==> src/rtl/fp32_pkg.sv <==
// rtl/fp32_pkg.sv - binary32 constants, FSM states and unpacked operand type
package fp32_pkg;

  localparam int FP32_BIAS    = 127;
  localparam int FP32_EXP_MAX = 255;
  localparam int FP32_MANT_W  = 23;
  localparam int PROD_W       = 48;

  typedef enum logic [1:0] {IDLE, MUL, NORM, DONE} state_e;

  typedef struct packed {
    logic        sign;
    logic [7:0]  exp;
    logic [23:0] mant;
  } fp32_unpacked_t;

  // Mantissa carries the implicit leading one; zero exponents are caught by the caller.
  function automatic fp32_unpacked_t fp32_unpack(input logic [31:0] v);
    fp32_unpacked_t u;
    u.sign = v[31];
    u.exp  = v[30:23];
    u.mant = {1'b1, v[FP32_MANT_W-1:0]};
    return u;
  endfunction

endpackage

==> src/rtl/fmul_round_pack.sv <==
// rtl/fmul_round_pack.sv - normalise, round-to-nearest-even and pack a 48-bit product
module fmul_round_pack
  import fp32_pkg::*;
(
  input  logic [PROD_W-1:0] product_i,
  input  logic [9:0]        exp_sum_i,
  input  logic              sign_i,
  input  logic              zero_flag_i,
  output logic [31:0]       result_o,
  output logic              error_o
);

  logic [22:0]       mant;
  logic              g, r, s, round_up;
  logic [23:0]       mant_r;
  logic signed [9:0] exp_n, exp_r;

  always_comb begin
    mant     = '0;
    g        = 1'b0;
    r        = 1'b0;
    s        = 1'b0;
    exp_n    = $signed(exp_sum_i);
    result_o = '0;
    error_o  = 1'b0;
    if (product_i[47]) begin
      mant  = product_i[46:24];
      g     = product_i[23];
      r     = product_i[22];
      s     = |product_i[21:0];
      exp_n = $signed(exp_sum_i) + 10'sd1;
    end else begin
      mant  = product_i[45:23];
      g     = product_i[22];
      r     = product_i[21];
      s     = |product_i[20:0];
    end
    round_up = g & (r | s | mant[0]);
    mant_r   = {1'b0, mant} + {23'd0, round_up};
    // A rounding carry leaves mant_r[22:0] at zero, which is the renormalised fraction.
    exp_r    = exp_n + $signed({9'd0, mant_r[23]});

    if (zero_flag_i) begin
      result_o = {sign_i, 31'h0};
    end else if (exp_r >= $signed(10'(FP32_EXP_MAX))) begin
      result_o = {sign_i, 8'hFF, 23'h0};
      error_o  = 1'b1;
    end else if (exp_r <= 10'sd0) begin
      result_o = {sign_i, 31'h0};
      error_o  = 1'b1;
    end else begin
      result_o = {sign_i, exp_r[7:0], mant_r[22:0]};
    end
  end

endmodule

==> src/rtl/fmul_seq_ctrl.sv <==
// rtl/fmul_seq_ctrl.sv - sequential binary32 multiply controller with shift-add mantissa core
module fmul_seq_ctrl
  import fp32_pkg::*;
#(
  parameter int BITS_PER_CYCLE = 1
) (
  input  logic        clk,
  input  logic        rst_n,
  input  logic        in_valid,
  output logic        in_ready,
  input  logic [31:0] in_a,
  input  logic [31:0] in_b,
  output logic        out_valid,
  input  logic        out_ready,
  output logic [31:0] out_result,
  output logic        out_error,
  output logic        busy
);

  localparam int MUL_CYCLES = 24 / BITS_PER_CYCLE;

  state_e              state_q, state_d;
  logic                sign_q, sign_d;
  logic [9:0]          exp_sum_q, exp_sum_d;
  logic [23:0]         mcand_q, mcand_d;
  logic [23:0]         mplier_q, mplier_d;
  logic [PROD_W-1:0]   acc_q, acc_d;
  logic [4:0]          cnt_q, cnt_d;
  logic                zero_q, zero_d;
  logic                out_valid_q, out_valid_d;
  logic [31:0]         result_q, result_d;
  logic                error_q, error_d;

  fp32_unpacked_t      ua, ub;
  logic [PROD_W-1:0]   partial;
  logic [4:0]          shamt;
  logic [31:0]         rp_result;
  logic                rp_error;

  assign ua = fp32_unpack(in_a);
  assign ub = fp32_unpack(in_b);

  fmul_round_pack u_round_pack (
    .product_i   (acc_q),
    .exp_sum_i   (exp_sum_q),
    .sign_i      (sign_q),
    .zero_flag_i (zero_q),
    .result_o    (rp_result),
    .error_o     (rp_error)
  );

  always_comb begin
    state_d     = state_q;
    sign_d      = sign_q;
    exp_sum_d   = exp_sum_q;
    mcand_d     = mcand_q;
    mplier_d    = mplier_q;
    acc_d       = acc_q;
    cnt_d       = cnt_q;
    zero_d      = zero_q;
    out_valid_d = out_valid_q;
    result_d    = result_q;
    error_d     = error_q;
    partial     = PROD_W'(mcand_q) * PROD_W'(mplier_q[BITS_PER_CYCLE-1:0]);
    shamt       = 5'(cnt_q * 5'(BITS_PER_CYCLE));

    case (state_q)
      IDLE: begin
        if (in_valid) begin
          sign_d    = ua.sign ^ ub.sign;
          exp_sum_d = {2'b00, ua.exp} + {2'b00, ub.exp} - 10'(FP32_BIAS);
          mcand_d   = ua.mant;
          mplier_d  = ub.mant;
          acc_d     = '0;
          cnt_d     = '0;
          zero_d    = (ua.exp == 8'd0) || (ub.exp == 8'd0);
          state_d   = zero_d ? NORM : MUL;
        end
      end
      MUL: begin
        acc_d    = acc_q + (partial << shamt);
        mplier_d = mplier_q >> BITS_PER_CYCLE;
        cnt_d    = cnt_q + 5'd1;
        if (cnt_q == 5'(MUL_CYCLES - 1)) state_d = NORM;
      end
      NORM: begin
        result_d = rp_result;
        error_d  = rp_error;
        state_d  = DONE;
      end
      DONE: begin
        // Valid rises one cycle after entry so the handshake only ever sees registered results.
        if (!out_valid_q) begin
          out_valid_d = 1'b1;
        end else if (out_ready) begin
          out_valid_d = 1'b0;
          state_d     = IDLE;
        end
      end
      default: state_d = IDLE;
    endcase
  end

  always_ff @(posedge clk or negedge rst_n) begin
    if (!rst_n) begin
      state_q     <= IDLE;
      sign_q      <= 1'b0;
      exp_sum_q   <= '0;
      mcand_q     <= '0;
      mplier_q    <= '0;
      acc_q       <= '0;
      cnt_q       <= '0;
      zero_q      <= 1'b0;
      out_valid_q <= 1'b0;
      result_q    <= '0;
      error_q     <= 1'b0;
    end else begin
      state_q     <= state_d;
      sign_q      <= sign_d;
      exp_sum_q   <= exp_sum_d;
      mcand_q     <= mcand_d;
      mplier_q    <= mplier_d;
      acc_q       <= acc_d;
      cnt_q       <= cnt_d;
      zero_q      <= zero_d;
      out_valid_q <= out_valid_d;
      result_q    <= result_d;
      error_q     <= error_d;
    end
  end

  assign in_ready   = (state_q == IDLE);
  assign busy       = (state_q != IDLE);
  assign out_valid  = out_valid_q;
  assign out_result = result_q;
  assign out_error  = error_q;

endmodule

==> config.mk <==
export PLATFORM = sky130hd
export DESIGN_NAME = fmul_seq_ctrl
export DESIGN_NICKNAME = d
export VERILOG_FILES = /design/src/rtl/fp32_pkg.sv /design/src/rtl/fmul_round_pack.sv /design/src/rtl/fmul_seq_ctrl.sv
export SDC_FILE = /design/constraint.sdc
export NUM_CORES = 1
export LEC_CHECK = 0
export BUFFER_PORTS_ARGS = -buffer_cell sky130_fd_sc_hd__buf_2
export CAP_MARGIN = 0
export CORE_ASPECT_RATIO = 0.5
export CORE_MARGIN = 2
export CORE_UTILIZATION = 45
export CTS_BUF_LIST = sky130_fd_sc_hd__clkbuf_4
export DETAILED_ROUTE_END_ITERATION = 6
export MAX_ROUTING_LAYER = met4
export SLEW_MARGIN = 20
export SYNTH_ARGS = -nofsm -noshare
export SYNTH_HDL_FRONTEND = slang
export SYNTH_SLANG_ARGS = --single-unit
==> constraint.sdc <==
create_clock -name clk -period 7 [get_ports clk]
set_clock_uncertainty 0.15 [all_clocks]
set_input_delay 0.7 -clock clk [delete_from_list [all_inputs] [get_ports clk]]
set_output_delay 0.7 -clock clk [all_outputs]
set_load 0.005 [all_outputs]
==> load_flow_metrics.sql, run 1 <==
INSERT INTO impl_metrics (metric_group, metric, value, unit) VALUES
('timing', 'finalSetupViolCount', '0', ''),
('yosys', 'synth_compound_area_share', '24.4', '%'),
('die', 'die-height', '121', 'µm'),
('timing', 'final-hold-violation-count', '0', ''),
('cells_and_area', 'final_design_area_no_fill', '13200', 'µm²'),
('route', 'final_ant_viol_nets', '0', ''),
('timing', 'worst_pin_slew', '0.999', 'ns'),
('die', 'core_area', '26600', 'µm²'),
('yosys', 'synthesis.area', '12300', 'µm²'),
('clocking', 'post-cts-setup-buffers', '0', ''),
('clocking', 'cts_buffers', '17', ''),
('clocking', 'insertion_delay', '0.63', 'ns'),
('clocking', 'cts_resized', '0', ''),
('placement', 'detailedPlacementHpwl', '25.7', 'mm'),
('route', 'remaining_design_rule_violation_count', '0', ''),
('yosys', 'ys_dominant_reg_cell', 'dfrtp_1', ''),
('die', 'pin_count', '104', ''),
('route', 'drtIter0Drc', '1021', ''),
('cells_and_area', 'post_route_cells_drive_above_1_share', '16.3', '%'),
('yosys', 'seq_area_frac_synth', '30.4', '%'),
('die', 'placementRows', '42', ''),
('grt', 'grt_max_degree', '85', ''),
('timing', 'rsz_0062_raised_after_global_routing', 'false', ''),
('yosys', 'combinational_family_with_the_most_area_after_synthesis', 'compound AO/OA/AOI/OAI gates', ''),
('clocking', 'clk_pin_slew', '0.15', 'ns'),
('timing', 'post-route-period-util', '78.6', '%'),
('power', 'power.leakage', '0.00560', 'µW'),
('setup_path', 'critical_path_arrival', '5.91', 'ns'),
('grt', 'antenna_found_initial', '2', ''),
('outcome', 'status', 'completed', ''),
('clocking', 'htreeDepth', '4', ''),
('yosys', 'synth_area_leaders', 'dfrtp_1 30%, ha_1 7.2%, mux2_2 5.6%', ''),
('route', 'routed_via_density', '6.07', ''),
('timing', 'final_period_minus_worst_setup_slack', '5.50', 'ns'),
('die', 'dieArea', '28700', 'µm²'),
('route', 'drt-pass1-iter-count', '6', ''),
('setup_path', 'start_kind', 'flop', ''),
('clocking', 'tritoncts', 'done', ''),
('power', 'power_density', '398', 'nW/µm²'),
('setup_path', 'worst-path-max-fanout', '50', ''),
('yosys', 'synth-seq-cells', '149', ''),
('route', 'routed_wl', '34.3', 'mm'),
('clocking', 'clock_path_buffers', '2', ''),
('route', 'route.vias.total', '11100', ''),
('timing', 'setup-tns-final', '0', 'ns'),
('hold_path', 'hold_path.class', 'input port to flop', ''),
('yosys', 'synthesis.yosys.warnings', '0', ''),
('yosys', 'synth.avg_cell_area', '8.57', 'µm²'),
('yosys', 'asyncSetResetFlopFracSynth', '100', '%'),
('setup_path', 'r2r_slack', '1.50', 'ns'),
('yosys', 'synthAdderAreaFrac', '7.56', '%'),
('yosys', 'synth-edff-count', '0', ''),
('timing', 'layout_setup_ws', '1.50', 'ns'),
('setup_path', 'critical_path_required', '7.41', 'ns'),
('yosys', 'yosys.area_share.xor_xnor', '6.19', '%'),
('die', 'die_w', '238', 'µm'),
('placement', 'placed_cell_area', '12900', 'µm²'),
('placement', 'gp_congestion', '0.962', ''),
('yosys', 'synth_simple_gate_area_share', '16.1', '%'),
('timing', 'fmax', '0.182', 'GHz'),
('grt', 'grt_util_all_layers', '25.3', '%'),
('power', 'totalPowerFinal', '5260', 'µW'),
('yosys', 'number_of_nets_produced_by_synthesis', '1574', ''),
('cells_and_area', 'areaGrowthSynthToFinish', '7.62', '%'),
('timing', 'slew-limit-headroom', '33.3', '%'),
('grt', 'first_global_vias', '10400', ''),
('clocking', 'clk_root_buffer_cell', 'clkbuf_4', ''),
('cells_and_area', 'finalNetCount', '1607', ''),
('yosys', 'synthesis.instances', '1433', ''),
('setup_path', 'timing.setup.critical_path_class', 'flop to flop', ''),
('grt', 'overflow', '0', '');
state kept, by name, summed over array words and instances, names as in the netlist, 2 cells and up:
register and cells:
mplier_q 24, acc_q 48, state_q 2, mcand_q 24
exp_sum_q 10, cnt_q 5, out_result 32
stage by stage:
step / hold WS (ns) / util [%] / instances
3_3_place_gp: 0.309 / 48.5 / 1798
2_1_floorplan: 0.254 / - / 1433
4_1_cts: 0.0966 / 49.6 / 1831
6_report: 0.137 / 49.6 / 1833
5_1_grt: 0.0981 / 49.6 / 1833
3_5_place_dp: 0.319 / 48.5 / 1798
where the power goes:
group / switching (µW) / total [µW] / internal, µW
clock: 347 / 559 / 212
combinational: 1880 / 3190 / 1310
sequential: 366 / 1510 / 1150
total: 2590 / 5260 / 2670
path summary, 6_finish.rpt:
kind | from | to | cells after the start
worst max-delay path | acc_q[47] | out_result[14] | 17
worst min-delay path | in_a[2] | mcand_q[2] | 2
worst max register to register | acc_q[47] | out_result[14] | 17
worst min register to register | out_result[25] | out_result[25] | 1
max in group asynchronous | rst_n | cnt_q[1] | 3
min in group asynchronous | rst_n | exp_sum_q[7] | 2
critical path: stages (launching register included):
cell and delay, ns:
dfrtp_2 0.58, buf_4 0.53, mux2i_1 0.14, nor2b_1 0.15, and2_1 0.19, nand4b_1 0.13
nor4_1 0.46, o211ai_1 0.21, nor3_1 0.24, ha_1 0.28, ha_1 0.21, o21ai_1 0.15
a2111oi_4 0.46, o211ai_2 0.15, xnor2_2 0.20, a31o_4 0.25, and4b_1 0.67, a32o_1 0.26
logic make-up after synthesis:
logic type / count (synthesis)
buffers and inverters: 138
adder cells (fa/ha/maj): 73
multiplexers: 113
XOR/XNOR: 85
AO/OA/AOI/OAI: 466
flip-flops: 149
AND/OR/NAND/NOR: 409
metal layers:
layer / up-vias / track usage (%) / part of all wire (%)
li1: 5388 / - / -
met1: 5423 / 36.8 / 51
met2: 286 / 36.5 / 43
met3: 26 / 4.02 / 5.1
met4: 0 / 6.33 / 0.97
met5: - / - / 0
cell usage in the layout, fill, tap and decap left out, types with 13 or more instances in the layout:
master / Yosys / final
nor2_1: 75 / 75
mux2i_1: 42 / 42
nand2_1: 157 / 157
nand3_1: 42 / 42
xnor2_1: 54 / 54
a21oi_1: 96 / 96
inv_1: 37 / 37
dfrtp_1: 149 / 146
xor2_1: 29 / 29
a22o_1: 25 / 25
o22ai_1: 64 / 64
buf_2: 5 / 102
nand2b_1: 17 / 17
o21ai_0: 125 / 125
a21o_1: 29 / 29
mux2_2: 61 / 61
nor3_1: 18 / 18
o211ai_1: 15 / 15
and3_1: 13 / 13
ha_1: 71 / 70
clkbuf_4: 0 / 18
nand4_1: 22 / 22
area by class of cell:
class	count	area, µm²
Fill cell	2571	13400
Multi-Input combinational cell	1146	8020
Sequential cell	149	3730
Timing Repair Buffer	114	607
Tap cell	352	440
Inverter	38	143
Clock inverter	14	136
Clock buffer	18	135
Antenna cell	2	5.00
Note: power is estimated with default switching activity, not from simulation.
==> inputs of run 2 (changes only) <==
Settings changed: PLACE_DENSITY set to 0.65.
Clock period 7 ns to 5.04 ns, I/O delays scaled along.
==> load_flow_metrics.sql, run 2 (synthesized netlist as in run 1, its figures left out) <==
INSERT INTO impl_metrics (metric_group, metric, value, unit) VALUES
('timing', 'slew-limit-headroom', '37.2', '%'),
('timing', 'final.hold.worst_slack', '0.0999', 'ns'),
('die', 'die-height', '121', 'µm'),
('power', 'irDropWorstVdd', '0.226', 'mV'),
('route', 'route.met2.wl', '15.2', 'mm'),
('die', 'pin_count', '104', ''),
('cells_and_area', 'layout_common_cells', '157 x nand2_1, 147 x dfrtp_1, 121 x o21ai_0, 102 x buf_2, 95 x a21oi_1', ''),
('clocking', 'cts_sinks', '149', ''),
('placement', 'gp_congestion', '0.952', ''),
('grt', 'antenna_found_initial', '1', ''),
('clocking', 'tritoncts', 'done', ''),
('setup_path', 'worst-path-max-fanout', '29', ''),
('timing', 'finalSetupViolCount', '0', ''),
('timing', 'final-hold-violation-count', '0', ''),
('timing', 'layout_setup_ws', '0.228', 'ns'),
('route', 'maxUsedRoutingLayer', 'met4', ''),
('clocking', 'insertion_delay', '0.66', 'ns'),
('placement', 'detailedPlacementHpwl', '26.5', 'mm'),
('timing', 'worst_pin_slew', '0.943', 'ns'),
('setup_path', 'setup.worst_path.end_class', 'flop', ''),
('cells_and_area', 'post_route_cells_drive_above_1_share', '18.5', '%'),
('power', 'power_density', '544', 'nW/µm²'),
('cells_and_area', 'largest_register_ffs', '48', ''),
('setup_path', 'critical_path_arrival', '5.20', 'ns'),
('route', 'remaining_design_rule_violation_count', '0', ''),
('grt', 'first_global_vias', '10900', ''),
('route', 'routed_wl', '35.2', 'mm'),
('clocking', 'clk_root_buffer_cell', 'clkbuf_4', ''),
('grt', 'grt_max_degree', '61', ''),
('grt', 'wire_length_of_the_first_global_routing_pass', '57.4', 'mm'),
('setup_path', 'timing.setup.critical_path_class', 'flop to flop', ''),
('route', 'route.vias.total', '11400', ''),
('setup_path', 'start_kind', 'flop', ''),
('timing', 'setup-tns-final', '0', 'ns'),
('timing', 'fmax', '0.208', 'GHz'),
('placement', 'post-place-ws', '0.139', 'ns'),
('cells_and_area', 'fillCellCount', '2501', ''),
('power', 'power.leakage', '0.00601', 'µW'),
('timing', 'final_period_minus_worst_setup_slack', '4.81', 'ns'),
('cells_and_area', 'layout_commonest_cell', 'nand2_1', ''),
('die', 'dieArea', '28700', 'µm²'),
('timing', 'final-max-slew-violation-count', '0', ''),
('cells_and_area', 'areaGrowthSynthToFinish', '14.6', '%'),
('placement', 'io_buffer_count', '103', ''),
('die', 'initial_core_util', '46.1', '%'),
('route', 'final_ant_viol_nets', '0', ''),
('route', 'drtIter0Drc', '1144', ''),
('clocking', 'cts_buffers', '17', ''),
('die', 'placementRows', '42', ''),
('clocking', 'clk_pin_slew', '0.15', 'ns'),
('route', 'routed-wl-met3', '1.89', 'mm'),
('flow_run', 'cap_viol_max_count', '0', ''),
('clocking', 'clock_path_buffers', '2', ''),
('die', 'core_area', '26600', 'µm²'),
('route', 'detail_route.wl_per_cell', '18.3', 'µm'),
('clocking', 'htreeDepth', '4', ''),
('die', 'die_w', '238', 'µm'),
('route', 'routed_via_density', '5.93', ''),
('route', 'drt-pass1-iter-count', '5', ''),
('setup_path', 'critical_path_required', '5.43', 'ns'),
('timing', 'post-route-period-util', '95.5', '%'),
('route', 'wl_met1', '17.6', 'mm'),
('grt', 'overflow', '0', ''),
('grt', 'grt_util_all_layers', '25.9', '%'),
('outcome', 'status', 'completed', ''),
('cells_and_area', 'max_flop_register', 'acc_q', ''),
('cells_and_area', 'finalNetCount', '1697', ''),
('hold_path', 'hold_path.class', 'input port to flop', '');
## run 2: cell count changes in the layout (fill, tap and decap cells not counted), sizes merged
cell	delta
buf	+41
dlygate4sd3	+49
clkinvlp	+4
clkbuf	-1
inv	+3
bufinv	-1
diode	-1
clkinv	-5
## run 2: path summary, 6_finish.rpt
check                                     from              to  slack [ns]  cells past startpoint
worst max-delay path                  cnt_q[0]       acc_q[46]        0.23                     19
worst min-delay path                  in_b[23]    exp_sum_q[0]         0.1                      4
worst max register to register        cnt_q[0]       acc_q[46]        0.23                     19
worst min register to register  out_result[25]  out_result[25]        0.35                      1
max in group asynchronous                rst_n   out_result[6]        3.36                      3
min in group asynchronous                rst_n     mplier_q[5]        0.22                      2
## run 2: layer usage
metal	vias to the layer above	GRT usage, %
li1	5560	-
met1	5479	37.3
met3	45	3.68
met5	-	-
met4	0	6.80
met2	313	38.3
## run 2: report_power, final
part	switching, µW	total, µW	internal (µW)
sequential	436	2030	1590
combinational	2790	4850	2060
clock	518	771	253
total	3740	7650	3910
## run 2: cell type report
cell class / count / area, µm² / area share, %
Multi-Input combinational cell: 1146 / 8070 / 57.3
Sequential cell: 149 / 3730 / 26.5
Timing Repair Buffer: 204 / 1420 / 10.1
Tap cell: 352 / 440 / 3.13
Clock inverter: 15 / 148 / 1.05
Inverter: 38 / 143 / 1.01
Clock buffer: 17 / 128 / 0.907
Antenna cell: 1 / 2.50 / 0.0178
## run 2: repair_timing
action | in CTS | in global routing
setup endpoints to repair | 0 | 29
setup buffers | 0 | 1
hold endpoints to repair | 106 | 0
hold buffers | 50 | 0
resized for setup | 0 | 14
## run 2: stage by stage
stage / power, µW / util, % / std cells / instance area (µm²)
finish: 7650 / 52.8 / 1922 / 14100
global route: 8280 / 52.8 / 1922 / 14100
CTS: 7580 / 52.6 / 1920 / 14000
detailed placement: 6760 / 49.7 / 1838 / 13200
global placement: 6660 / 49.7 / 1838 / 13200
floorplan: 5350 / - / 1433 / 12300
## run 2: worst max-delay path, cell delays in order, from the launching register on
cell,delay (ns)
dfrtp_1,0.43
buf_12,0.22
mux2_2,0.38
nand2_1,0.07
o21ai_0,0.14
nand3_1,0.11
o21ai_0,0.18
mux2i_1,0.27
o22ai_1,0.13
ha_1,0.43
nand4_1,0.22
a2111oi_2,0.40
buf_4,0.17
o311ai_0,0.13
buf_4,0.18
o211ai_1,0.20
a211oi_1,0.15
nor4b_2,0.32
o21ai_0,0.13
a32o_1,0.27
